File: src/rtl/fifo_sync_prog_if.sv
// Handshake, data, threshold and status signals of fifo_sync_prog.
// The master side drives the i_* signals; the FIFO (slave) drives the o_* signals.
interface fifo_sync_prog_if #(
  parameter int unsigned WIDTH = 8,
  parameter int unsigned DEPTH = 16,
  parameter int unsigned CW    = $clog2(DEPTH + 1)
);
  logic             i_wr_en;
  logic [WIDTH-1:0] i_wr_data;
  logic             o_wr_valid;
  logic             i_rd_en;
  logic [WIDTH-1:0] o_rd_data;
  logic             o_rd_valid;
  logic [CW-1:0]    i_ae_thresh;
  logic [CW-1:0]    i_af_thresh;
  logic             i_err_clr;
  logic [CW-1:0]    o_count;
  logic             o_e_flag;
  logic             o_f_flag;
  logic             o_ae_flag;
  logic             o_af_flag;
  logic             o_overflow;
  logic             o_underflow;

  modport master (
    output i_wr_en, i_wr_data, i_rd_en, i_ae_thresh, i_af_thresh, i_err_clr,
    input  o_wr_valid, o_rd_data, o_rd_valid, o_count, o_e_flag, o_f_flag,
           o_ae_flag, o_af_flag, o_overflow, o_underflow
  );

  modport slave (
    input  i_wr_en, i_wr_data, i_rd_en, i_ae_thresh, i_af_thresh, i_err_clr,
    output o_wr_valid, o_rd_data, o_rd_valid, o_count, o_e_flag, o_f_flag,
           o_ae_flag, o_af_flag, o_overflow, o_underflow
  );
endinterface

File: src/rtl/fifo_sync_prog.sv
// Single-clock FIFO with standard or first-word-fall-through read, run-time
// almost-full/almost-empty thresholds and sticky overflow/underflow flags.
module fifo_sync_prog #(
  parameter int unsigned WIDTH = 8,
  parameter int unsigned DEPTH = 16,
  parameter int unsigned FWFT  = 0,
  parameter int unsigned CW    = $clog2(DEPTH + 1)
) (
  input  logic              i_clk,
  input  logic              i_rst_n,
  fifo_sync_prog_if.slave   bus
);
  localparam int unsigned AW = $clog2(DEPTH);

  logic [WIDTH-1:0] mem [DEPTH];
  logic [AW-1:0]    wr_ptr;
  logic [AW-1:0]    rd_ptr;
  logic [CW-1:0]    count;
  logic             wr_valid;
  logic             overflow;
  logic             underflow;
  logic             empty;
  logic             full;
  logic             rd_acc;
  logic             wr_acc;

  // Full/empty come from the occupancy count, never from pointer equality.
  assign empty  = (count == '0);
  assign full   = (count == CW'(DEPTH));
  assign rd_acc = bus.i_rd_en & ~empty;
  assign wr_acc = bus.i_wr_en & (~full | rd_acc);

  always_ff @(posedge i_clk) begin
    if (wr_acc) begin
      mem[wr_ptr] <= bus.i_wr_data;
    end
  end

  always_ff @(posedge i_clk) begin
    if (!i_rst_n) begin
      wr_ptr    <= '0;
      rd_ptr    <= '0;
      count     <= '0;
      wr_valid  <= 1'b0;
      overflow  <= 1'b0;
      underflow <= 1'b0;
    end else begin
      if (wr_acc) wr_ptr <= wr_ptr + AW'(1);
      if (rd_acc) rd_ptr <= rd_ptr + AW'(1);
      if (wr_acc && !rd_acc) begin
        count <= count + CW'(1);
      end else if (rd_acc && !wr_acc) begin
        count <= count - CW'(1);
      end
      wr_valid  <= wr_acc;
      // A new event in the same cycle as a clear keeps the flag set.
      overflow  <= (bus.i_wr_en & ~wr_acc) | (overflow & ~bus.i_err_clr);
      underflow <= (bus.i_rd_en & empty)   | (underflow & ~bus.i_err_clr);
    end
  end

  generate
    if (FWFT != 0) begin : g_fwft
      assign bus.o_rd_data  = mem[rd_ptr];
      assign bus.o_rd_valid = ~empty;
    end else begin : g_std
      logic [WIDTH-1:0] rd_data_q;
      logic             rd_valid_q;

      always_ff @(posedge i_clk) begin
        if (!i_rst_n) begin
          rd_data_q  <= '0;
          rd_valid_q <= 1'b0;
        end else begin
          rd_valid_q <= rd_acc;
          if (rd_acc) rd_data_q <= mem[rd_ptr];
        end
      end

      assign bus.o_rd_data  = rd_data_q;
      assign bus.o_rd_valid = rd_valid_q;
    end
  endgenerate

  assign bus.o_wr_valid  = wr_valid;
  assign bus.o_count     = count;
  assign bus.o_e_flag    = empty;
  assign bus.o_f_flag    = full;
  assign bus.o_ae_flag   = (count <= bus.i_ae_thresh);
  assign bus.o_af_flag   = (count >= bus.i_af_thresh);
  assign bus.o_overflow  = overflow;
  assign bus.o_underflow = underflow;
endmodule

File: src/flat_wrapper.sv
// flat-port wrapper written by rule: the top's interface ports become plain ports
module fifo_sync_prog_flat 
#(
  parameter int unsigned WIDTH = 8,
  parameter int unsigned DEPTH = 16,
  parameter int unsigned FWFT  = 0,
  parameter int unsigned CW    = $clog2(DEPTH + 1)
)
  (i_clk, i_rst_n, bus_i_wr_en, bus_i_wr_data, bus_i_rd_en, bus_i_ae_thresh, bus_i_af_thresh, bus_i_err_clr, bus_o_wr_valid, bus_o_rd_data, bus_o_rd_valid, bus_o_count, bus_o_e_flag, bus_o_f_flag, bus_o_ae_flag, bus_o_af_flag, bus_o_overflow, bus_o_underflow);
  fifo_sync_prog_if #(.WIDTH(WIDTH), .DEPTH(DEPTH), .CW(CW)) bus_i ();
  input  logic i_clk;
  input  logic i_rst_n;
  input wire logic [$bits(bus_i.i_wr_en)-1:0] bus_i_wr_en;
  input wire logic [$bits(bus_i.i_wr_data)-1:0] bus_i_wr_data;
  input wire logic [$bits(bus_i.i_rd_en)-1:0] bus_i_rd_en;
  input wire logic [$bits(bus_i.i_ae_thresh)-1:0] bus_i_ae_thresh;
  input wire logic [$bits(bus_i.i_af_thresh)-1:0] bus_i_af_thresh;
  input wire logic [$bits(bus_i.i_err_clr)-1:0] bus_i_err_clr;
  output wire logic [$bits(bus_i.o_wr_valid)-1:0] bus_o_wr_valid;
  output wire logic [$bits(bus_i.o_rd_data)-1:0] bus_o_rd_data;
  output wire logic [$bits(bus_i.o_rd_valid)-1:0] bus_o_rd_valid;
  output wire logic [$bits(bus_i.o_count)-1:0] bus_o_count;
  output wire logic [$bits(bus_i.o_e_flag)-1:0] bus_o_e_flag;
  output wire logic [$bits(bus_i.o_f_flag)-1:0] bus_o_f_flag;
  output wire logic [$bits(bus_i.o_ae_flag)-1:0] bus_o_ae_flag;
  output wire logic [$bits(bus_i.o_af_flag)-1:0] bus_o_af_flag;
  output wire logic [$bits(bus_i.o_overflow)-1:0] bus_o_overflow;
  output wire logic [$bits(bus_i.o_underflow)-1:0] bus_o_underflow;
  assign bus_i.i_wr_en = bus_i_wr_en;
  assign bus_i.i_wr_data = bus_i_wr_data;
  assign bus_i.i_rd_en = bus_i_rd_en;
  assign bus_i.i_ae_thresh = bus_i_ae_thresh;
  assign bus_i.i_af_thresh = bus_i_af_thresh;
  assign bus_i.i_err_clr = bus_i_err_clr;
  assign bus_o_wr_valid = bus_i.o_wr_valid;
  assign bus_o_rd_data = bus_i.o_rd_data;
  assign bus_o_rd_valid = bus_i.o_rd_valid;
  assign bus_o_count = bus_i.o_count;
  assign bus_o_e_flag = bus_i.o_e_flag;
  assign bus_o_f_flag = bus_i.o_f_flag;
  assign bus_o_ae_flag = bus_i.o_ae_flag;
  assign bus_o_af_flag = bus_i.o_af_flag;
  assign bus_o_overflow = bus_i.o_overflow;
  assign bus_o_underflow = bus_i.o_underflow;
  fifo_sync_prog #(.WIDTH(WIDTH), .DEPTH(DEPTH), .FWFT(FWFT), .CW(CW)) u_core (.i_clk(i_clk), .i_rst_n(i_rst_n), .bus(bus_i));
endmodule
File: config.mk
export PLATFORM = sky130hd
export DESIGN_NAME = fifo_sync_prog_flat
export DESIGN_NICKNAME = d
export VERILOG_FILES = /design/src/rtl/fifo_sync_prog_if.sv /design/src/rtl/fifo_sync_prog.sv /design/src/flat_wrapper.sv
export SDC_FILE = /design/constraint.sdc
export NUM_CORES = 1
export LEC_CHECK = 0
export CORE_ASPECT_RATIO = 0.75
export CORE_UTILIZATION = 25
export CTS_CLUSTER_SIZE = 25
export DETAILED_ROUTE_END_ITERATION = 7
export GPL_ROUTABILITY_DRIVEN = 0
export PLACE_DENSITY_LB_ADDON = 0.08
export SETUP_SLACK_MARGIN = 0.4
export SYNTH_ARGS = -nofsm -noshare
export SYNTH_HDL_FRONTEND = slang
export SYNTH_SLANG_ARGS = --single-unit
File: constraint.sdc
create_clock -name i_clk -period 2.7 [get_ports i_clk]
set_input_delay 0.405 -clock i_clk [delete_from_list [all_inputs] [get_ports i_clk]]
set_output_delay 0.405 -clock i_clk [all_outputs]
set_load 0.02 [all_outputs]
Word-level counts from Yosys, hierarchy flattened
Memories as Yosys holds them, arrays and structs flattened. A register that Yosys moved wholly into a read port is not among the register bits.
Cells that the tools add are included.
{"block": "op_classes", "n_addsub": 4, "n_lt_le_gt_ge": 2, "eq_ne": 1, "muxes": 4, "n_bitwise": 13, "reduce_logical": 7}
{"operator": "2-to-1 mux 5 bit", "n": 2}
{"operator": "adder 4 x 1 -> 4 bit (second input constant)", "n": 2}
{"operator": "AND 1 bit", "n": 6}
{"operator": "adder 5 x 1 -> 5 bit (second input constant)", "n": 1}
{"operator": "== test 5 bit (second input constant)", "n": 1}
{"operator": "greater-or-equal comparator 5 bit", "n": 1}
{"operator": "less-or-equal comparator 5 bit", "n": 1}
{"operator": "logical NOT 5 bit", "n": 1}
{"operator": "subtractor 5 x 1 -> 5 bit (second input constant)", "n": 1}
{"operator": "inverter 1 bit", "n": 4}
{"operator": "logical NOT 1 bit", "n": 3}
{"operator": "OR 1 bit", "n": 3}
{"operator": "logical AND 1 bit", "n": 2}
{"operator": "2-to-1 mux 1 bit", "n": 2}
{"operator": "nonzero test 2 bit", "n": 1}
{"block": "totals", "reg_bits": 17, "ramBits": 128, "inputBits": 23, "output_inout_bits": 21, "word_cells": 39, "mem_count": 1}
{"name": "u_core.mem", "depth": 16, "width": 8, "rd": 1, "rd_clocked_by_memory_dff": 1, "write_ports": 1, "line_no": "fifo_sync_prog.sv:15", "text": "logic [WIDTH-1:0] mem [DEPTH];"}

Logic depth before layout (Yosys ltp)
Gate-level depths: netlist of run 1.
{"block": "depth", "depth_word": 9, "mapped_depth": 12, "mapped_depth_nobuf": 11}

Worst setup path before layout of run 1
Ideal clock, no wire load.
{"block": "synth_timing", "path_type": "register to register", "from": "reg u_core.count[1] (netlist: u_core.bus.o_count[1])", "to": "reg u_core.count[4] (netlist: u_core.bus.o_count[4])", "setup_ns": 0.072, "arrival_ns": 2.532, "t_required_ns": 2.628, "path_slack_ns": 0.097, "stages_incl_launch_ff": 12, "path_buffers": 1, "cell_sequence": "dfxtp_1 -> nor4_4 -> a21oi_1 -> buf_4 -> inv_1 -> ha_1 -> inv_1 -> ha_1 -> a21o_1 -> a21oi_1 -> mux2i_1 -> mux2i_1"}
{"block": "synth_between", "elab_chain_len": 8, "elab_cells_between_ends": 16}
{"element": "from (decl)", "line_no": "fifo_sync_prog.sv:18", "text": "logic [CW-1:0] count;"}
{"element": "from (signal assigned)", "line_no": "fifo_sync_prog.sv:51", "text": "count <= count + CW'(1);"}
{"element": "from (signal assigned)", "line_no": "fifo_sync_prog.sv:53", "text": "count <= count - CW'(1);"}
{"element": "logical NOT 5 bit", "line_no": "fifo_sync_prog.sv:28", "text": "assign empty = (count == '0);"}
{"element": "inverter 1 bit", "line_no": "fifo_sync_prog.sv:30", "text": "assign rd_acc = bus.i_rd_en & ~empty;"}
{"element": "AND 1 bit", "line_no": "fifo_sync_prog.sv:30"}
{"element": "OR 1 bit", "line_no": "fifo_sync_prog.sv:31", "text": "assign wr_acc = bus.i_wr_en & (~full | rd_acc);"}
{"element": "AND 1 bit", "line_no": "fifo_sync_prog.sv:31"}
{"element": "logical NOT 1 bit", "line_no": "fifo_sync_prog.sv:52", "text": "end else if (rd_acc && !wr_acc) begin"}
{"element": "logical AND 1 bit", "line_no": "fifo_sync_prog.sv:52"}
{"element": "nonzero test 2 bit (no source line)"}
Parallel ways exist; a longest one is shown, timed or not. The select of a mux whose other input is x is not followed.
A chain may end at the register's enable or synchronous reset.

Worst setup path after layout of run 1
{"block": "layout_timing", "from": "reg u_core.count[0] (netlist: u_core.bus.o_count[0])", "to": "reg u_core.count[4] (netlist: u_core.bus.o_count[4])"}
{"block": "layout_between", "elab_chain_len": 8, "elab_cells_between_ends": 16}
{"element": "logical NOT 5 bit", "line_no": "fifo_sync_prog.sv:28"}
{"element": "inverter 1 bit", "line_no": "fifo_sync_prog.sv:30"}
{"element": "AND 1 bit", "line_no": "fifo_sync_prog.sv:30"}
{"element": "OR 1 bit (*)", "line_no": "fifo_sync_prog.sv:31"}
{"element": "AND 1 bit (*)", "line_no": "fifo_sync_prog.sv:31"}
{"element": "named net u_core.wr_acc", "line_no": "fifo_sync_prog.sv:25", "text": "logic wr_acc;"}
{"element": "logical NOT 1 bit", "line_no": "fifo_sync_prog.sv:52"}
{"element": "logical AND 1 bit", "line_no": "fifo_sync_prog.sv:52"}
{"element": "nonzero test 2 bit (no source line)"}
Mark *: on every way through the listed nets, which the timed path passes. The rest lies on a longest branch. The select of a mux whose other input is x is not followed.

==> results.toml, run 1 <==
[synth]
ys_seq_elements = 153
netlist_area_sq_um = 6380
synth_cell_types = 36
syn_avg_cell_area_sq_um = 14.6
synthArstFlopShare = 0
ys_seq_area_frac = 0.681
syn-num-nets = 480
ys.flop_type = "edfxtp_1"
yosys_warnings = 0
synth_edf_count = 128
netlist_instances = 437

[timing]
worst_slew_pin_slew_ps = 827
max_freq_mhz = 431
skew_ps = 10.4
fin_crit_sh = 0.859
final-max-slew-violation-count = 0
max_slew_margin = 0.447
finalSetupTns_ps = 0
hold-worst-slack_ps = 509
setup_violations = 0
min_period_ps = 2320
rsz0062_at_grt = "yes"
final_hold_viol_count = 0

[clocking]
cts_max_level = 4
cts_buffers = 17
cts_hold_buf = 0
cts_sinks = 153
cts_max_path_buffers = 2
cts_tree = "built"
clock-root-buffer = "clkbuf_16"
clkTransAtPathRegs_ps = 60
clk_latency_ps = 420

[routing]
drc = 0
wl_per_cell_um = 18.5
wl_met2_um = 6950
wl_met3_um = 305
firstDrtPassIters = 4
top_layer = "met4"
vias = 3664
via_per_inst = 4.23
wl_met1_um = 8570
ant_nets = 0
drt-initial-drc-count = 187
wirelength_um = 16000

[cells_and_area]
diodes = 0
drive_gt1_frac = 0.180
layout.cells.most_common = "edfxtp_1"
synthToLayoutAreaGrowth_pct = 28.0
nets = 559
post-route-util = 0.326
final_cell_mix = "edfxtp_1 (128), mux2i_1 (66), clkdlybuf4s50_1 (39), buf_4 (37), o22ai_1 (32)"
final.fill_count = 2474

[worst_setup_path]
worst-setup-path-type = "register to register"
slowest_stage = "dfxtp_4"
cp_max_fo = 4
worstSetupStartpointType = "register"
crit_required_ps = 3050
r2r_slack_ps = 380
critPathArrivalTime_ps = 2670
end_kind = "register"
cp_cell_sequence = "nor4_4 > buf_4 > a31oi_4 > ha_4 > inv_6 > ha_4 > a21o_1 > a21oi_2 > mux2i_1 > mux2i_1"
max_stage_delay_ps = 360

[power_and_ir_drop]
p_sw_mw = 1.97
power_density_nw_per_um2 = 843
p_leak_nw = 2.70
peakVddDrop_uv = 410
p_sw_frac = 0.285
power_frac_seq = 0.415
internal_power_mw = 4.92
p_clk_frac = 0.358
finalPower_mw = 6.89
power.share.combinational = 0.227

[floorplanning]
initial_core_util = 0.255
core.rowCount = 50
ios = 44
die_h_um = 140
fp.dieW_um = 186
coreArea_sq_um = 25000
die-area_sq_um = 26200

[global_route]
grt_remaining_overflow = 0
grt_usage = 0.130
antenna_found_initial = 0
grt_max_degree = 35
grt_pass1_wl_um = 24300
grt_pass1_vias = 3797

[placed_design]
hpwlAfterDp_um = 10900
port_buffers = 43

[flow_run]
cap_viol_max_count = 0

[worst_hold_path]
min_path_type = "register to register"

[outcome]
status = "finished, final reports clean"
==> flip-flops by register name, indices dropped and copies added (netlist names) <==
signal	flops
u_core.bus.o_count	5
u_core.bus.o_overflow	1
u_core.bus.o_rd_data	8
u_core.bus.o_rd_valid	1
u_core.bus.o_underflow	1
u_core.bus.o_wr_valid	1
u_core.mem	128
u_core.rd_ptr	4
u_core.wr_ptr	4
==> worst paths after layout <==
| check | startpoint | to | cells after the start |
|---|---|---|---|
| worst max-delay path | u_core.bus.o_count[0]$_SDFFE_PN0P_ | u_core.bus.o_count[4]$_SDFFE_PN0P_ | 10 |
| worst min-delay path | u_core.bus.o_overflow$_SDFF_PN0_ | u_core.bus.o_overflow$_SDFF_PN0_ | 2 |
| worst max register to register | u_core.bus.o_count[0]$_SDFFE_PN0P_ | u_core.bus.o_count[4]$_SDFFE_PN0P_ | 10 |
| worst min register to register | u_core.bus.o_overflow$_SDFF_PN0_ | u_core.bus.o_overflow$_SDFF_PN0_ | 2 |
==> area by class of cell <==
class,count,area (sq um),area share
clock buffer,23,564,0.0691
clock inverter,9,70.1,0.00858
inverter,19,81.3,0.00996
multi-input combinational,245,1950,0.239
sequential,153,4360,0.534
tap,338,423,0.0518
timing repair buffer,80,717,0.0878
==> per-stage QoR <==
stage	instance area, sq um	instances	setup WS, ps
global placement	7370	823	-51.6
finish	8170	867	381
global route	8170	867	235
floorplan	6430	437	403
detailed placement	7370	823	-67.3
CTS	8060	860	293
==> cells by family after synthesis <==
group,Yosys count,synth area share
XOR/XNOR,9,0.0124
multiplexers,66,0.104
adder cells (fa/ha/maj),20,0.0404
buffers and inverters,39,0.0284
AND/OR/NAND/NOR,83,0.0702
AO/OA/AOI/OAI,67,0.0643
flip-flops,153,0.681
==> what timing repair did <==
item                                    4_1_cts  5_1_grt
resized for setup                            19       12
pin swaps                                    10       10
setup buffers                                 5        7
endpoints found under the setup margin        6        7
==> cells in the mapped netlist (8+ instances only) <==
master	count	area, sq um
nor4_1	8	50.1
dfxtp_1	25	500
o21ai_0	13	65.1
buf_2	10	50.1
nand2_1	17	63.8
a21oi_1	15	75.1
ha_1	19	238
edfxtp_1	128	3840
mux2i_1	66	661
and2_1	12	75.1
nor2_1	20	75.1
o22ai_1	32	200
inv_1	19	71.3
==> power groups by stage <==
stage                     Combinational (mW)  Sequential, mW  Clock (mW)
after floorplan                        0.773            2.96           0
after global placement                  1.40            2.91           0
after detailed placement                1.40            2.92           0
after CTS                               1.48            2.87        2.52
after global routing                    1.72            2.88        2.63
final                                   1.56            2.86        2.47
==> worst max-delay path, delay by kind of cell (launching register included) <==
kind / cells / cell delay (ps)
and+or+nand+nor: 1 / 330
buffers and inverters: 2 / 270
muxes: 2 / 440
DFF: 1 / 360
adders and majority gates: 2 / 410
AOI/OAI and AO/OA: 3 / 420
==> routing by layer <==
| layer | global-route usage | up-vias |
|---|---|---|
| met1 | 0.188 | 1802 |
| met5 | 0 | - |
| li1 | - | 1812 |
| met3 | 0.0271 | 14 |
| met2 | 0.192 | 36 |
| met4 | 0.0427 | 0 |
Power figures use the tool's default switching activity.
==> run 2, diff against run 1 <==
HOLD_SLACK_MARGIN = 0.1   (was not set)
clock period = 3 ns   (was 2.7 ns; I/O delays follow)
==> run 2 against run 1 <==
Power fell by 13%; critical endpoint is now bus_o_ae_flag; final area fell by 2.9%; hold slack got worse by 7.5 ps; die area did not move; cell count fell by 1.4%; setup slack improved by 170 ps; wire length fell by 0.51%; sequential power fell by 10%; via count fell by 0.93%; flip-flop and latch count did not move; critical path depth fell by 1; clock power fell by 12%; largest power group unchanged.
==> results.toml, run 2 (synthesis gave the netlist of run 1 again) <==
[cells_and_area]
nets = 546
multiInputGateArea_sq_um = 1860
layout.cells.most_common = "edfxtp_1"
layoutNonFillerInstCount = 855
final.fill_count = 2516
synthToLayoutAreaGrowth_pct = 24.3
regMostFlops = "u_core.mem"
final_cell_mix = "edfxtp_1 (128), mux2i_1 (66), clkdlybuf4s50_1 (41), o22ai_1 (32), buf_4 (23)"
drive_gt1_frac = 0.126
largest_register_ffs = 128
regArea_sq_um = 4350
post-route-util = 0.317

[clocking]
cts_sinks = 153
cts_buffers = 17
cts_max_level = 4
cts_hold_buf = 0
clk_latency_ps = 430
cts_tree = "built"
clock-root-buffer = "clkbuf_16"
cts_max_path_buffers = 2
clkTransAtPathRegs_ps = 60

[power_and_ir_drop]
peakVddDrop_uv = 403
finalPower_mw = 5.97
p_leak_nw = 2.59
power_density_nw_per_um2 = 753

[worst_setup_path]
cp_max_fo = 2
end_kind = "primary output"
worstSetupStartpointType = "input pin"
max_stage_delay_ps = 460
crit_required_ps = 2550
critPathArrivalTime_ps = 2000
slowest_stage = "clkdlybuf4s50_1"
worst-setup-path-type = "input pin to primary output"
cp_cell_sequence = "clkdlybuf4s50_1 > inv_1 > ha_1 > nor2b_1 > o21a_1 > o21ai_0 > nand2_1 > o211ai_1 > clkbuf_2"

[timing]
fin_crit_sh = 0.815
skew_ps = 6.91
rsz0062_at_grt = "no"
max_slew_margin = 0.417
worst_slew_pin_slew_ps = 871
setup_violations = 0
max_freq_mhz = 409
final_hold_viol_count = 0
finalSetupTns_ps = 0
min_period_ps = 2450
final-max-slew-violation-count = 0

[floorplanning]
coreArea_sq_um = 25000
die-area_sq_um = 26200
core.rowCount = 50
initial_core_util = 0.255
fp.dieW_um = 186
die_h_um = 140
ios = 44

[global_route]
grt_util_met2 = 0.182
antenna_found_initial = 0
use_met3 = 0.0301
use_met1 = 0.192
grt_pass1_vias = 3736
grt_usage = 0.130
grt_pass1_wl_um = 24100
grt_max_degree = 39
grt_remaining_overflow = 0
busiest_layer = "met1"

[routing]
drc = 0
ant_nets = 0
wirelength_um = 15900
firstDrtPassIters = 4
drt-initial-drc-count = 200
wl_per_cell_um = 18.6
via_per_inst = 4.25
vias = 3630

[placed_design]
port_buffers = 43
dp.cells = 821
hpwlAfterDp_um = 11200

[outcome]
status = "finished, final reports clean"

[flow_run]
cap_viol_max_count = 0

[worst_hold_path]
min_path_type = "register to register"
-- run 2: changes by cell type in the layout (fill, tap and decap cells not counted), sizes merged --
cell and change:
buf -15, bufinv +3, clkdlybuf4s50 +2, clkinv -3, clkinvlp +3, diode +1, dlygate4sd2 -2, inv -1
-- run 2: critical path, delay by kind of cell --
kind	cells	cell delay, ps
adders and majority gates	1	270
and+or+nand+nor	2	200
AOI/OAI and AO/OA	3	380
buffers and inverters	3	690
-- run 2: stage by stage --
step	setup WS [ps]	instance area, sq um	hold slack [ps]
detailed placement	118	7320	498
finish	555	7930	501
global placement	146	7320	485
global route	407	7930	536
floorplan	407	6380	549
CTS	392	7930	505
-- run 2: path summary, 6_finish.rpt --
kind                                                            to  slack, ps  cells past startpoint                               start
worst max-delay path                                 bus_o_ae_flag        550                      9                  bus_i_ae_thresh[1]
worst min-delay path              u_core.bus.o_overflow$_SDFF_PN0_        500                      2    u_core.bus.o_overflow$_SDFF_PN0_
worst max register to register  u_core.bus.o_count[4]$_SDFFE_PN0P_        580                     11  u_core.bus.o_count[2]$_SDFFE_PN0P_
worst min register to register    u_core.bus.o_overflow$_SDFF_PN0_        500                      2    u_core.bus.o_overflow$_SDFF_PN0_
-- run 2: area by class of cell --
| class | instances | share of cell area |
|---|---|---|
| diodes | 1 | 0.000316 |
| clock buffers | 21 | 0.0581 |
| clock inverters | 11 | 0.0181 |
| inverters | 19 | 0.00899 |
| multi-input cells | 245 | 0.235 |
| flip-flops and latches | 153 | 0.549 |
| well taps | 338 | 0.0533 |
| repair buffers | 67 | 0.0773 |
-- run 2: what timing repair did --
action | CTS | global route
hold endpoints to repair | 0 | 0
pin swaps | 1 | 0
setup endpoints to repair | 5 | 3
resized for setup | 5 | 5
setup buffers | 1 | 0
-- run 2: per-layer routing --
layer / part of all wire / vias to the layer above
met3: 0.023 / 17
met5: 0 / -
met4: 0.013 / 0
li1: - / 1786
met2: 0.42 / 36
met1: 0.54 / 1791
-- run 2: power breakdown --
part	switching (mW)	internal [mW]	leakage [nW]	total, mW
clock	0.832	1.35	0.287	2.18
sequential	0.118	2.44	1.36	2.56
combinational	0.697	0.534	0.938	1.23
==> run 3, diff against run 2 <==
clock period = 2.5 ns   (was 3 ns; I/O delays follow)
==> run 3 against run 2 <==
Clock skew is 4.4 ps higher; sequential power grew 20%; setup slack lost 370 ps; flip-flop and latch count unchanged; critical endpoint is now u_core.bus.o_count[4]$_SDFFE_PN0P_.
==> results.toml, run 3 (synthesis gave the netlist of run 1 again) <==
[clocking]
clk_latency_ps = 420
cts_max_path_buffers = 2
cts_tree = "built"
cts_buffers = 17
cts_max_level = 4
cts_sinks = 153
clock-root-buffer = "clkbuf_16"
clkTransAtPathRegs_ps = 60

[worst_hold_path]
holdPathStages = 2
hold_end = "u_core.bus.o_overflow$_SDFF_PN0_"
min_path_type = "register to register"
worstHoldStart = "u_core.bus.o_overflow$_SDFF_PN0_"

[placed_design]
port_buffers = 43
dpl_cell_area_sq_um = 7430
dp.cells = 826
hpwlAfterDp_um = 11300
dp_slack_ps = -264

[worst_setup_path]
cp_top_family = "multiplexers"
r2r_slack_ps = 190
critPathArrivalTime_ps = 2650
cp_max_fo = 5
r2r_end = "u_core.bus.o_count[4]$_SDFFE_PN0P_"
worst-path-buf-inv = 2
max_stage_delay_ps = 360
worst-setup-path-type = "register to register"
cp_cell_sequence = "nor4_4 > buf_4 > a31oi_4 > ha_4 > inv_4 > ha_4 > a21o_1 > a21oi_2 > mux2i_1 > mux2i_1"
end_kind = "register"
slowest_stage = "dfxtp_4"
r2r_cells = 10
reg2reg_from = "u_core.bus.o_count[2]$_SDFFE_PN0P_"
worstSetupStartpointType = "register"
crit_required_ps = 2840

[timing]
finalSetupTns_ps = 0
layout_setup_ws_ps = 189
skew_ps = 11.3
final-max-slew-violation-count = 0
fin_crit_sh = 0.924
worst_slew_pin_slew_ps = 684
max_slew_margin = 0.543
setup_violations = 0
hold-worst-slack_ps = 525
final_hold_viol_count = 0
min_period_ps = 2310
max_freq_mhz = 433
rsz0062_at_grt = "yes"

[global_route]
antenna_found_initial = 0
use_met1 = 0.196
grt_remaining_overflow = 0
grt_max_degree = 27
busiest_layer = "met1"
grt_pass1_wl_um = 24700
grt_pass1_vias = 3817
grt_usage = 0.131
use_met3 = 0.0303
grt_util_met2 = 0.186

[power_and_ir_drop]
p_sw_frac = 0.287
power.share.combinational = 0.238
power_density_nw_per_um2 = 890
internal_power_mw = 5.21
power_frac_seq = 0.420
p_clk_frac = 0.342
finalPower_mw = 7.32
p_leak_nw = 2.71
p_sw_mw = 2.10
peakVddDrop_uv = 478

[routing]
drc = 0
wirelength_um = 16300
via_per_inst = 4.33
firstDrtPassIters = 4
drt-initial-drc-count = 229
wl_per_cell_um = 18.6
vias = 3784
ant_nets = 0

[floorplanning]
coreArea_sq_um = 25000
ios = 44
fp.dieW_um = 186
die_h_um = 140
initial_core_util = 0.255
core.rowCount = 50
die-area_sq_um = 26200

[cells_and_area]
layoutNonFillerInstCount = 873
nets = 565
post-route-util = 0.328
drive_gt1_frac = 0.198
largest_register_ffs = 128
synthToLayoutAreaGrowth_pct = 28.8
fin_area_sq_um = 8220
layout.cells.most_common = "edfxtp_1"
final_cell_mix = "edfxtp_1 (128), mux2i_1 (66), buf_4 (40), clkdlybuf4s50_1 (38), o22ai_1 (32)"
regMostFlops = "u_core.mem"
diodes = 0

[flow_run]
cap_viol_max_count = 0

[outcome]
status = "finished, final reports clean"
==> run 3: worst max-delay path by stage <==
stage,start,endpoint,slack [ps],depth (start not counted)
floorplan,u_core.bus.o_count[0]$_SDFFE_PN0P_,u_core.bus.o_count[4]$_SDFFE_PN0P_,260,11
CTS,u_core.bus.o_count[0]$_SDFFE_PN0P_,u_core.bus.o_count[4]$_SDFFE_PN0P_,150,10
finish,u_core.bus.o_count[2]$_SDFFE_PN0P_,u_core.bus.o_count[4]$_SDFFE_PN0P_,190,10
global route,u_core.bus.o_count[2]$_SDFFE_PN0P_,u_core.bus.o_count[4]$_SDFFE_PN0P_,50,10
global placement,bus_i_ae_thresh[1],bus_o_ae_flag,-250,9
detailed placement,bus_i_ae_thresh[1],bus_o_ae_flag,-260,9
==> run 3: layer usage <==
layer  wire, um  part of all wire
met5          0                 0
met4        160            0.0098
met3        522             0.032
met2       6870              0.42
met1       8690              0.54
==> run 3: worst reg2reg max path, delay by kind of cell (launching register included) <==
family | cells | cell delay, ps
adder cells (fa/ha/maj) | 2 | 410
multiplexers | 2 | 450
flip-flops | 1 | 360
buffers and inverters | 2 | 280
AND/OR/NAND/NOR | 1 | 320
AO/OA/AOI/OAI | 3 | 410
==> run 3: final cells by class <==
type	instances	area, sq um
fill	2496	16800
clock inverter	11	125
clock buffer	21	440
tap	338	423
sequential	153	4360
timing repair buffer	86	786
inverter	19	83.8
multi-input combinational	245	2000
==> run 3: power by group through the flow <==
stage / clock (mW) / combinational (mW) / sequential [mW]
finish: 2.50 / 1.74 / 3.08
global route: 2.68 / 1.91 / 3.10
CTS: 2.56 / 1.63 / 3.09
detailed placement: 0 / 1.56 / 3.14
global placement: 0 / 1.54 / 3.14
floorplan: 0 / 0.854 / 3.20
==> run 3: timing repair <==
action,4_1_cts,5_1_grt
endpoints found under the setup margin,6,96
buffers inserted,8,7
hold buffers,0,0
pin swaps,6,11
resized for setup,17,27
gates cloned,0,0
